--- src/rtl/uart_pkg.sv ---
// uart_pkg: definitions shared by uart_tx and uart_rx.
//   - uart_state_t     : receiver/transmitter FSM state encoding
//   - UART_DATA_BITS   : data bits per 8N1 frame
//   - calc_clks_per_bit: clock cycles per bit, rounded to nearest
//   - UART_CLKS_PER_BIT: default for a 50 MHz clock at 115200 baud (434)
package uart_pkg;

  localparam int UART_DATA_BITS = 8;
  localparam int UART_CLK_HZ    = 50_000_000;
  localparam int UART_BAUD      = 115_200;

  typedef enum logic [2:0] {
    ST_IDLE      = 3'd0,
    ST_START     = 3'd1,
    ST_DATA      = 3'd2,
    ST_STOP      = 3'd3,
    ST_WAIT_IDLE = 3'd4
  } uart_state_t;

  // Round to the nearest whole cycle so the bit period error stays below
  // half a clock.
  function automatic int calc_clks_per_bit(input int clk_hz, input int baud);
    return (clk_hz + baud / 2) / baud;
  endfunction

  localparam int UART_CLKS_PER_BIT = calc_clks_per_bit(UART_CLK_HZ, UART_BAUD);

endpackage

--- src/rtl/uart_rx_if.sv ---
// uart_rx_if: groups the serial input and the received-byte outputs of uart_rx.
//   i_Rx_Serial : serial line into the receiver (idles high)
//   o_Rx_DV     : one-cycle strobe, o_Rx_Byte valid in that cycle
//   o_Rx_Byte   : last correctly framed byte
//   o_Rx_Active : receiver is busy with a frame
//   o_Frame_Err : one-cycle strobe on a low stop bit
// Modports: slave = the receiver itself, master = the line driver / consumer.
interface uart_rx_if;
  import uart_pkg::*;

  logic                      i_Rx_Serial;
  logic                      o_Rx_DV;
  logic [UART_DATA_BITS-1:0] o_Rx_Byte;
  logic                      o_Rx_Active;
  logic                      o_Frame_Err;

  modport master (
    output i_Rx_Serial,
    input  o_Rx_DV,
    input  o_Rx_Byte,
    input  o_Rx_Active,
    input  o_Frame_Err
  );

  modport slave (
    input  i_Rx_Serial,
    output o_Rx_DV,
    output o_Rx_Byte,
    output o_Rx_Active,
    output o_Frame_Err
  );

endinterface

--- src/rtl/uart_rx_sync.sv ---
// uart_rx_sync: two-flop synchronizer for the asynchronous serial line.
//   i_Clock : system clock
//   i_Rst   : synchronous active-high reset
//   din     : asynchronous input
//   dout    : synchronized output, two cycles late
// Both flops reset to 1 (line idle) so reset never looks like a start bit.
module uart_rx_sync (
  input  logic i_Clock,
  input  logic i_Rst,
  input  logic din,
  output logic dout
);

  logic [1:0] sync_reg;

  always_ff @(posedge i_Clock) begin
    if (i_Rst) begin
      sync_reg <= 2'b11;
    end else begin
      sync_reg <= {sync_reg[0], din};
    end
  end

  assign dout = sync_reg[1];

endmodule

--- src/rtl/uart_rx.sv ---
// uart_rx: 8N1 UART receiver.
//   CLKS_PER_BIT : clock cycles per bit (>= 4)
//   i_Clock      : system clock, rising edge
//   i_Rst        : synchronous active-high reset
//   rx           : uart_rx_if.slave (serial in, byte/strobe/status out)
// The start bit is re-checked at its middle; every later bit is then sampled
// one full bit period apart, i.e. in the middle of each bit.
module uart_rx
  import uart_pkg::*;
#(
  parameter int CLKS_PER_BIT = UART_CLKS_PER_BIT
) (
  input  logic     i_Clock,
  input  logic     i_Rst,
  uart_rx_if.slave rx
);

  localparam int CW = $clog2(CLKS_PER_BIT);
  localparam int IW = $clog2(UART_DATA_BITS);
  localparam logic [CW-1:0] HALF_CNT = CW'((CLKS_PER_BIT - 1) / 2);
  localparam logic [CW-1:0] LAST_CNT = CW'(CLKS_PER_BIT - 1);
  localparam logic [IW-1:0] LAST_BIT = IW'(UART_DATA_BITS - 1);

  logic rx_bit;

  uart_state_t               state_reg, state_next;
  logic [CW-1:0]             cnt_reg, cnt_next;
  logic [IW-1:0]             idx_reg, idx_next;
  logic [UART_DATA_BITS-1:0] shift_reg, shift_next;
  logic [UART_DATA_BITS-1:0] byte_reg, byte_next;
  logic                      dv_reg, dv_next;
  logic                      ferr_reg, ferr_next;

  uart_rx_sync u_sync (
    .i_Clock (i_Clock),
    .i_Rst   (i_Rst),
    .din     (rx.i_Rx_Serial),
    .dout    (rx_bit)
  );

  always_ff @(posedge i_Clock) begin
    if (i_Rst) begin
      state_reg <= ST_IDLE;
      cnt_reg   <= '0;
      idx_reg   <= '0;
      shift_reg <= '0;
      byte_reg  <= '0;
      dv_reg    <= 1'b0;
      ferr_reg  <= 1'b0;
    end else begin
      state_reg <= state_next;
      cnt_reg   <= cnt_next;
      idx_reg   <= idx_next;
      shift_reg <= shift_next;
      byte_reg  <= byte_next;
      dv_reg    <= dv_next;
      ferr_reg  <= ferr_next;
    end
  end

  always_comb begin
    state_next = state_reg;
    cnt_next   = cnt_reg;
    idx_next   = idx_reg;
    shift_next = shift_reg;
    byte_next  = byte_reg;
    dv_next    = 1'b0;
    ferr_next  = 1'b0;

    case (state_reg)
      ST_IDLE: begin
        if (!rx_bit) begin
          state_next = ST_START;
          cnt_next   = '0;
        end
      end

      ST_START: begin
        if (cnt_reg == HALF_CNT) begin
          cnt_next = '0;
          if (!rx_bit) begin
            state_next = ST_DATA;
            idx_next   = '0;
          end else begin
            // Line went back high before mid-bit: a glitch, not a start.
            state_next = ST_IDLE;
          end
        end else begin
          cnt_next = cnt_reg + CW'(1);
        end
      end

      ST_DATA: begin
        if (cnt_reg == LAST_CNT) begin
          cnt_next            = '0;
          shift_next[idx_reg] = rx_bit;
          if (idx_reg == LAST_BIT) begin
            state_next = ST_STOP;
          end else begin
            idx_next = idx_reg + IW'(1);
          end
        end else begin
          cnt_next = cnt_reg + CW'(1);
        end
      end

      ST_STOP: begin
        if (cnt_reg == LAST_CNT) begin
          cnt_next = '0;
          if (rx_bit) begin
            byte_next  = shift_reg;
            dv_next    = 1'b1;
            state_next = ST_IDLE;
          end else begin
            ferr_next  = 1'b1;
            state_next = ST_WAIT_IDLE;
          end
        end else begin
          cnt_next = cnt_reg + CW'(1);
        end
      end

      ST_WAIT_IDLE: begin
        // A held-low line (break) must go high before a new start is accepted.
        if (rx_bit) begin
          state_next = ST_IDLE;
        end
      end

      default: begin
        state_next = ST_IDLE;
      end
    endcase
  end

  assign rx.o_Rx_DV     = dv_reg;
  assign rx.o_Rx_Byte   = byte_reg;
  assign rx.o_Frame_Err = ferr_reg;
  assign rx.o_Rx_Active = (state_reg != ST_IDLE);

endmodule

--- src/flat_wrapper.sv ---
// flat-port wrapper written by rule: the top's interface ports become plain ports
module uart_rx_flat import uart_pkg::*;
#(
  parameter int CLKS_PER_BIT = UART_CLKS_PER_BIT
)
  (i_Clock, i_Rst, rx_i_Rx_Serial, rx_o_Rx_DV, rx_o_Rx_Byte, rx_o_Rx_Active, rx_o_Frame_Err);
  uart_rx_if rx_i ();
  input  logic i_Clock;
  input  logic i_Rst;
  input wire logic [$bits(rx_i.i_Rx_Serial)-1:0] rx_i_Rx_Serial;
  output wire logic [$bits(rx_i.o_Rx_DV)-1:0] rx_o_Rx_DV;
  output wire logic [$bits(rx_i.o_Rx_Byte)-1:0] rx_o_Rx_Byte;
  output wire logic [$bits(rx_i.o_Rx_Active)-1:0] rx_o_Rx_Active;
  output wire logic [$bits(rx_i.o_Frame_Err)-1:0] rx_o_Frame_Err;
  assign rx_i.i_Rx_Serial = rx_i_Rx_Serial;
  assign rx_o_Rx_DV = rx_i.o_Rx_DV;
  assign rx_o_Rx_Byte = rx_i.o_Rx_Byte;
  assign rx_o_Rx_Active = rx_i.o_Rx_Active;
  assign rx_o_Frame_Err = rx_i.o_Frame_Err;
  uart_rx #(.CLKS_PER_BIT(CLKS_PER_BIT)) u_core (.i_Clock(i_Clock), .i_Rst(i_Rst), .rx(rx_i));
endmodule
--- config.mk ---
export PLATFORM = sky130hd
export DESIGN_NAME = uart_rx_flat
export DESIGN_NICKNAME = d
export VERILOG_FILES = /design/src/rtl/uart_pkg.sv /design/src/rtl/uart_rx_if.sv /design/src/rtl/uart_rx_sync.sv /design/src/rtl/uart_rx.sv /design/src/flat_wrapper.sv
export SDC_FILE = /design/constraint.sdc
export NUM_CORES = 1
export LEC_CHECK = 0
export ABC_AREA = 1
export CAP_MARGIN = 15
export CORE_UTILIZATION = 26
export DETAILED_ROUTE_END_ITERATION = 8
export PLACE_DENSITY = 0.46
export SYNTH_ARGS = -nofsm -noshare
export SYNTH_HDL_FRONTEND = slang
export SYNTH_HIERARCHICAL = 1
export SYNTH_SLANG_ARGS = --single-unit
--- constraint.sdc ---
create_clock -name i_Clock -period 1.9 [get_ports i_Clock]
set_clock_uncertainty 0.05 [all_clocks]
set_input_delay 0.38 -clock i_Clock [delete_from_list [all_inputs] [get_ports i_Clock]]
set_output_delay 0.38 -clock i_Clock [all_outputs]
set_load 0.01 [all_outputs]
---- Word-level counts from Yosys, hierarchy flattened ----
Index checks and enable logic that the tools add are counted.
cells by class
  reductions and logical operators ........ 12
  div/mod/pow operators ................... 0
  $mul .................................... 0
  equality and inequality tests ........... 15
  order comparisons ....................... 2
  $add $sub $neg .......................... 2
  mux-type cells .......................... 23
  bitwise gates (word level) .............. 2
  shifts and indexed selects .............. 0
operators by type and width
  kind                 number
  $mux 3               11
  $mux 9               3
  $pmux 9 s3           1
  $pmux 3 s5           1
  $add 9x1->9 const B  1
  $eq 9x8->1 const B   1
  $eq 9x9->1 const B   1
  $bwmux 8             1
  $ne 2x1->1 const B   4
  $ne 2x2->1 const B   4
  $eq 3x2->1 const B   2
  $eq 3x3->1 const B   2
  $pmux 3 s2           1
  $reduce_and 6->1     1
  $reduce_bool 3->1    2
  $reduce_and 5->1     1
  $lt 3x4->1 const B   1
  $reduce_and 2->1     2
  $add 3x1->3 const B  1
  $demux 1 s3          1
  $eq 3x1->1 const B   1
  $ge 3x1->1 const B   1
  $logic_not 3->1      1
  $mux 1               3
  other kinds (7)      8
word-level totals
  ROM bits ................................ 0
  bits in writable memories ............... 0
  input bits .............................. 3
  bits in latches ......................... 0
  memories ................................ 0
  word-level logic and storage cells ...... 64
  bits in registers ....................... 35

---- Logic depth before layout (Yosys ltp) ----
Gate-level depths: netlist of run 1.
  word-level depth ........................ 5
  mapped depth ............................ 10
  mapped depth without buffers ............ 10

---- Modules after synthesis ----
Netlist of run 1, hierarchy kept.
modules (own cells, without submodules)
  module        sequential area each (sq um)  times used  area an instance (sq um)  cells an instance
  uart_rx       660.6                         1           1799.2                    251
  uart_rx_sync  40.0                          1           58.8                      7

---- Worst setup path after synthesis of run 1 ----
No wires, ideal clock.
  path type ............................... reg2reg
  start ................................... reg u_core.cnt_reg[1]
  end ..................................... reg u_core.idx_reg[0]
  period minus slack after synthesis ...... 1363 ps
  cell stages (with the launch flop) ...... 10
  setup time .............................. 114 ps
  data required time ...................... 1736 ps
  slack ................................... 537 ps
  arrival time ............................ 1199 ps
  cells stage by stage .................... dfxtp_1 -> inv_1 -> ha_1 -> nand2_1 -> nor2_2 -> nand2_4 -> nand2_1 -> nand3_2 -> a21oi_1 -> nor2_1
between the ends
  longest elaborated chain between the ends .. 3
  elaborated cells on any way between the ends .. 5
  classes of those cells .................. eq/ne (4); reduce/logical (1)
ends and longest elaborated chain
  element                                          line                          text
  start: declaration                               uart_rx.sv:27                 logic [CW-1:0] cnt_reg, cnt_next;
  start signal: assignment                         uart_rx.sv:52                 cnt_reg <= cnt_next;
  $eq 9x9->1 / $eq 9x8->1 (equally long branches)  uart_rx.sv:94, uart_rx.sv:79
  $ne 2x1->1 (no source line)                      -
  $reduce_and 5->1 (no source line) (*)            -
  end signal: assignment                           uart_rx.sv:53                 idx_reg <= idx_next;
  end: declaration                                 uart_rx.sv:28                 logic [IW-1:0] idx_reg, idx_next;
Every way passes the cells marked *; elsewhere a longest branch is shown, timed or not.
A chain may end at the register's enable or synchronous reset.

---- Final worst setup path of run 1 ----
  start ................................... reg u_core.state_reg[2]
  end ..................................... out rx_o_Rx_Active
between the ends
  longest elaborated chain between the ends .. 1
ends and longest elaborated chain
  element                   line                text
  start: declaration        uart_rx.sv:26       uart_state_t state_reg, state_next;
  start signal: assignment  uart_rx.sv:51       state_reg <= state_next;
  $reduce_bool 3->1         uart_rx.sv:139      assign rx.o_Rx_Active = (state_reg != ST_IDLE);
  end: declaration          flat_wrapper.sv:13  output wire logic [$bits(rx_i.o_Rx_Active)-1:0] rx_o_Rx_Active;
No other way between the ends.

==> results.yml, run 1 <==
clock_tree:
  clock-sinks: 35
  clk_path_buf_depth: 2
  insertion_delay_ns: 0.28
  cts_tree: "yes"
  clk_pin_slew_ns: 0.07
  numCtsBuffers: 5
  cts_hold_buf: 0
  cts-root-buf: "clkbuf_8"
  cts_max_level: 2
final_layout:
  final_util_pct: 31.98
  syn2layout_area_growth_pct: 17.58
  finalNonFillerCells: 374
  num-fill-cells: 746
  drive_gt1_share_pct: 16.19
  largest_reg_flops: 9
  fin_nets: 285
  antenna-diode-count: 0
synth:
  synth_cell_types: 29
  netlist_area_um2: 1858
  synth_flop_cell: "dfxtp_1"
  synth_common_cells: "nand2_1 (63), nor2_1 (41), dfxtp_1 (35)"
  yosys_warnings: 6
  yosys.area.top_type_share_pct: 37.71
  ys_seq_area_share_pct: 37.71
  synth_most_common_cell: "nand2_1"
  async_flop_share_pct: 0
  synth_edf_count: 0
  syn_inst: 258
  synth_seq_cells: 35
  synthTopCellsByArea: "dfxtp_1 (38%), nand2_1 (13%), nor2_1 (8.3%), inv_1 (6.7%), ha_1 (3.4%)"
  syn_area_per_cell_um2: 7.202
  synth_fp_nets: 266
  synth_top_area_cell: "dfxtp_1"
critical_path:
  crit_type: "flop to output pin"
  crit_required_ns: 1.47
  worstSetupStartpointType: "flop"
  worstPathArrival_ns: 1.37
  end_kind: "output pin"
  r2r_cells: 7
  path_max_fanout: 3
global_routing:
  grt_pass1_vias: 1407
  grt_overflow_total: 0
  grt_pass1_wl_um: 6354
  track_usage_pct: 11.12
  grt_start_max_net_pins: 26
  grt_antenna_before_repair: 0
sta:
  fmax_mhz: 554.8
  setup_viol: 0
  fin_tns_setup_ns: 0
  layout_min_cycle_time_ns: 1.802
  tightest_slew_ns: 0.2884
  slew_viol_final: 0
  rsz0062_at_grt: "false"
  worst_slack_ns: 0.09767
  slew_headroom_pct: 80.70
  hold_viol_final: 0
  fin_crit_sh_pct: 94.86
status:
  status: "complete, no violations"
power_and_ir_drop:
  p_sw_uw: 996.1
  seqPwrFrac_pct: 37.5
  p_sw_share_pct: 41.46
  finalPower_uw: 2403
  ir_worst_vdd_mv: 0.3370
  leakagePower_uw: 0.0009883
  cellPowerDensity_nw_per_um2: 1100
  pwr-share-clk_pct: 21.4
  power_frac_comb_pct: 41.1
  p_int_uw: 1407
place:
  pre_cts_slack_ns: 0.3187
  dp_cells: 366
  place_congestion: 0.8330
  portBuffers: 13
  dp_hpwl_um: 2706
detailed_routing:
  routedWlPerCell_um: 9.864
  dr.pass1.iters: 6
  detail-route-antenna-nets: 0
  drc: 0
  dr.first_iter.drc_count: 46
  vias_per_cell: 4.102
  vias: 1534
  wl_um: 3689
floorplan:
  coreArea_um2: 6832
  die-area_um2: 7488
  ios: 14
  std_cell_rows: 30
  die_y_um: 86.54
  initial_core_util_pct: 27.20
  die_w_um: 86.54
hold_path:
  min_path_cells: 2
  hold_path.class: "flop to flop"
run:
  drv_cap: 0
## placed cells by master, fill, tap and decap left out, drive strengths merged, types with 3 or more instances in the layout
cell            n
clkbuf          7
nand3          16
dfxtp          35
nor2           48
ha              5
nand4           6
buf             3
inv            38
a21oi          15
nor3            4
o21ai          10
nand2          72
clkdlybuf4s50  13
## metrics by stage
| step | hold slack (ns) | instance area, um^2 |
|---|---|---|
| 2_1_floorplan | 0.3365 | 1858 |
| 5_1_grt | 0.3971 | 2185 |
| 3_3_place_gp | 0.3433 | 2098 |
| 3_5_place_dp | 0.3507 | 2098 |
| 4_1_cts | 0.3678 | 2181 |
| 6_report | 0.3608 | 2185 |
## area by class of cell
type	count	area, um^2	share of cell area (%)
inverters	38	145.1	6.644
flip-flops and latches	35	703.2	32.19
clock buffers	7	76.32	3.494
repair buffers	16	165.2	7.560
clock inverters	1	5.005	0.2291
well taps	96	120.1	5.498
multi-input cells	181	969.7	44.39
## power by group through the flow
stage	Clock, uW	Sequential [uW]	Combinational [uW]
floorplan	0	891	788
global placement	0	905	1010
detailed placement	0	909	996
CTS	540	894	1000
global route	578	913	1140
finish	513	901	988
## worst max-delay path, stage by stage, from the launching register on
cell	delay, ns
dfxtp_1	0.42
nor2_2	0.08
nand2_1	0.07
clkdlybuf4s50_1	0.53
## worst paths after layout
check / from / to / slack [ns]
worst max-delay path: u_core/state_reg[2] / rx_o_Rx_Active / 0.1
worst min-delay path: u_core/u_sync/sync_reg[0] / u_core/u_sync/sync_reg[1] / 0.36
worst max register to register: u_core/cnt_reg[0] / u_core/rx.o_Rx_Byte[4] / 0.37
worst min register to register: u_core/u_sync/sync_reg[0] / u_core/u_sync/sync_reg[1] / 0.36
## cells by family after synthesis
| group | after synthesis | synth area share, % |
|---|---|---|
| buffers and inverters | 42 | 10.24 |
| AOI/OAI and AO/OA | 26 | 8.149 |
| xor gates and xnor gates | 2 | 0.9429 |
| DFF | 35 | 37.71 |
| adders and majority gates | 5 | 3.367 |
| and+or+nand+nor | 148 | 39.60 |
## per-layer routing
| layer | global-route usage, % | vias up | wire length [um] |
|---|---|---|---|
| met2 | 17.89 | 20 | 1726 |
| met5 | 0 | - | 0 |
| met4 | 4.545 | 0 | 48 |
| met1 | 13.98 | 671 | 1806 |
| met3 | 3.143 | 4 | 107 |
| li1 | - | 839 | - |
## repair_timing
| item | 4_1_cts | 5_1_grt |
|---|---|---|
| buffers inserted | 0 | 0 |
| gates resized for setup | 1 | 2 |
| setup endpoints to repair | 1 | 1 |
Power figures use the tool's default switching activity.
==> run 2: changes to the inputs <==
- SETUP_SLACK_MARGIN: unset -> 0.2
- SLEW_MARGIN: unset -> 20
==> run 2 against run 1 <==
Total power shrank 0.50%. Critical path depth down 2. Setup slack improved by 0.21 ns. Final cell count unchanged. Utilization stayed put. Sequential share of layout area rose by 0.057 points. Flip-flop and latch count unchanged. Critical endpoint is now rx_o_Rx_Byte[6].
==> results.yml, run 2 (synthesis gave the netlist of run 1 again) <==
floorplan:
  std_cell_rows: 30
  ios: 14
  die-area_um2: 7488
  coreArea_um2: 6832
  die_y_um: 86.54
  die_w_um: 86.54
  initial_core_util_pct: 27.20
sta:
  rsz0062_at_grt: "false"
  fin_tns_setup_ns: 0
  setup_viol: 0
  fin_crit_sh_pct: 83.94
  slew_viol_final: 0
  layout_min_cycle_time_ns: 1.595
  fmax_mhz: 627.0
  worst_slack_ns: 0.3051
  hold_viol_final: 0
  tightest_slew_ns: 0.2884
  timing.hold.ws_ns: 0.3602
  slew_headroom_pct: 80.70
detailed_routing:
  dr.first_iter.drc_count: 48
  vias_per_cell: 4.099
  detail-route-antenna-nets: 0
  dr.pass1.iters: 6
  wl_um: 3690
  vias: 1533
  drc: 0
  routedWlPerCell_um: 9.866
critical_path:
  worstPathArrival_ns: 1.16
  end_kind: "output pin"
  cpLargestDelayFamily: "buffers and inverters"
  worstSetupStartpointType: "flop"
  crit_type: "flop to output pin"
  cp_cell_sequence: "clkdlybuf4s50_1"
  critPathBufInv: 1
  path_max_fanout: 2
  crit_required_ns: 1.47
  reg2reg_setup_slack_ns: 0.37
  slowest_stage: "clkdlybuf4s50_1"
  slowest_delay_ns: 0.54
place:
  pre_cts_slack_ns: 0.3187
  dp_cells: 366
  dp_hpwl_um: 2706
  portBuffers: 13
  place_congestion: 0.8330
status:
  status: "complete, no violations"
clock_tree:
  cts_tree: "yes"
  clk_pin_slew_ns: 0.07
  insertion_delay_ns: 0.28
  cts_setup_buffers: 0
  clk_path_buf_depth: 2
  numCtsBuffers: 5
  cts-root-buf: "clkbuf_8"
  cts_max_level: 2
  clock-sinks: 35
final_layout:
  fin_nets: 285
  drive_gt1_share_pct: 16.55
  finalNonFillerCells: 374
  largest_reg_flops: 9
  syn2layout_area_growth_pct: 17.58
  final_common_cell: "nand2_1"
  antenna-diode-count: 0
  mostFrequentLayoutCells: "nand2_1 (63), nor2_1 (40), inv_1 (33)"
power_and_ir_drop:
  finalPower_uw: 2391
  ir_worst_vdd_mv: 0.3374
  cellPowerDensity_nw_per_um2: 1094
  leakagePower_uw: 0.0009905
global_routing:
  grt_start_max_net_pins: 26
  grt_overflow_total: 0
  grt_pass1_vias: 1410
  grt_pass1_wl_um: 6368
  grt_antenna_before_repair: 0
  track_usage_pct: 11.16
run:
  drv_cap: 0
hold_path:
  hold_path.class: "flop to flop"
-- run 2: changes by cell type in the layout (fill, tap and decap cells not counted), sizes merged --
cell           change
dlygate4sd2        +1
clkdlybuf4s50      -1
-- run 2: cell type report --
type	count	area, um^2
Clock inverter	1	5.005
Fill cell	745	4647
Sequential cell	35	704.4
Clock buffer	7	76.32
Timing Repair Buffer	16	163.9
Tap cell	96	120.1
Multi-Input combinational cell	181	969.7
Inverter	38	145.1
-- run 2: power breakdown --
| group | internal, uW | switching (uW) | leakage (uW) |
|---|---|---|---|
| Sequential | 813 | 90.1 | 0.000285 |
| Clock | 257 | 256 | 0.0000422 |
| Combinational | 325 | 649 | 0.000664 |
| Total | 1400 | 995 | 0.000991 |
-- run 2: per-layer routing --
layer	global-route usage [%]	vias up	share of wire (%)
met1	13.98	670	49
met4	4.545	0	1.3
li1	-	839	-
met5	0	-	0
met2	18.04	20	47
met3	3.143	4	2.9
-- run 2: path summary, 6_finish.rpt --
check	from	end	depth (start not counted)
max	u_core/rx.o_Rx_Byte[6]	rx_o_Rx_Byte[6]	1
min	u_core/u_sync/sync_reg[0]	u_core/u_sync/sync_reg[1]	2
max reg2reg	u_core/cnt_reg[0]	u_core/rx.o_Rx_Byte[4]	7
min reg2reg	u_core/u_sync/sync_reg[0]	u_core/u_sync/sync_reg[1]	2
-- run 2: through the flow --
step           area [um^2]  util, %
6_report              2185    31.98
4_1_cts               2185    31.98
3_5_place_dp          2098    30.71
5_1_grt               2185    31.98
3_3_place_gp          2098    30.71
2_1_floorplan         1858        -
-- run 2: repair_timing --
item,in CTS,in global routing
hold buffers,0,0
gates resized for setup,5,0
endpoints found under the setup margin,1,0
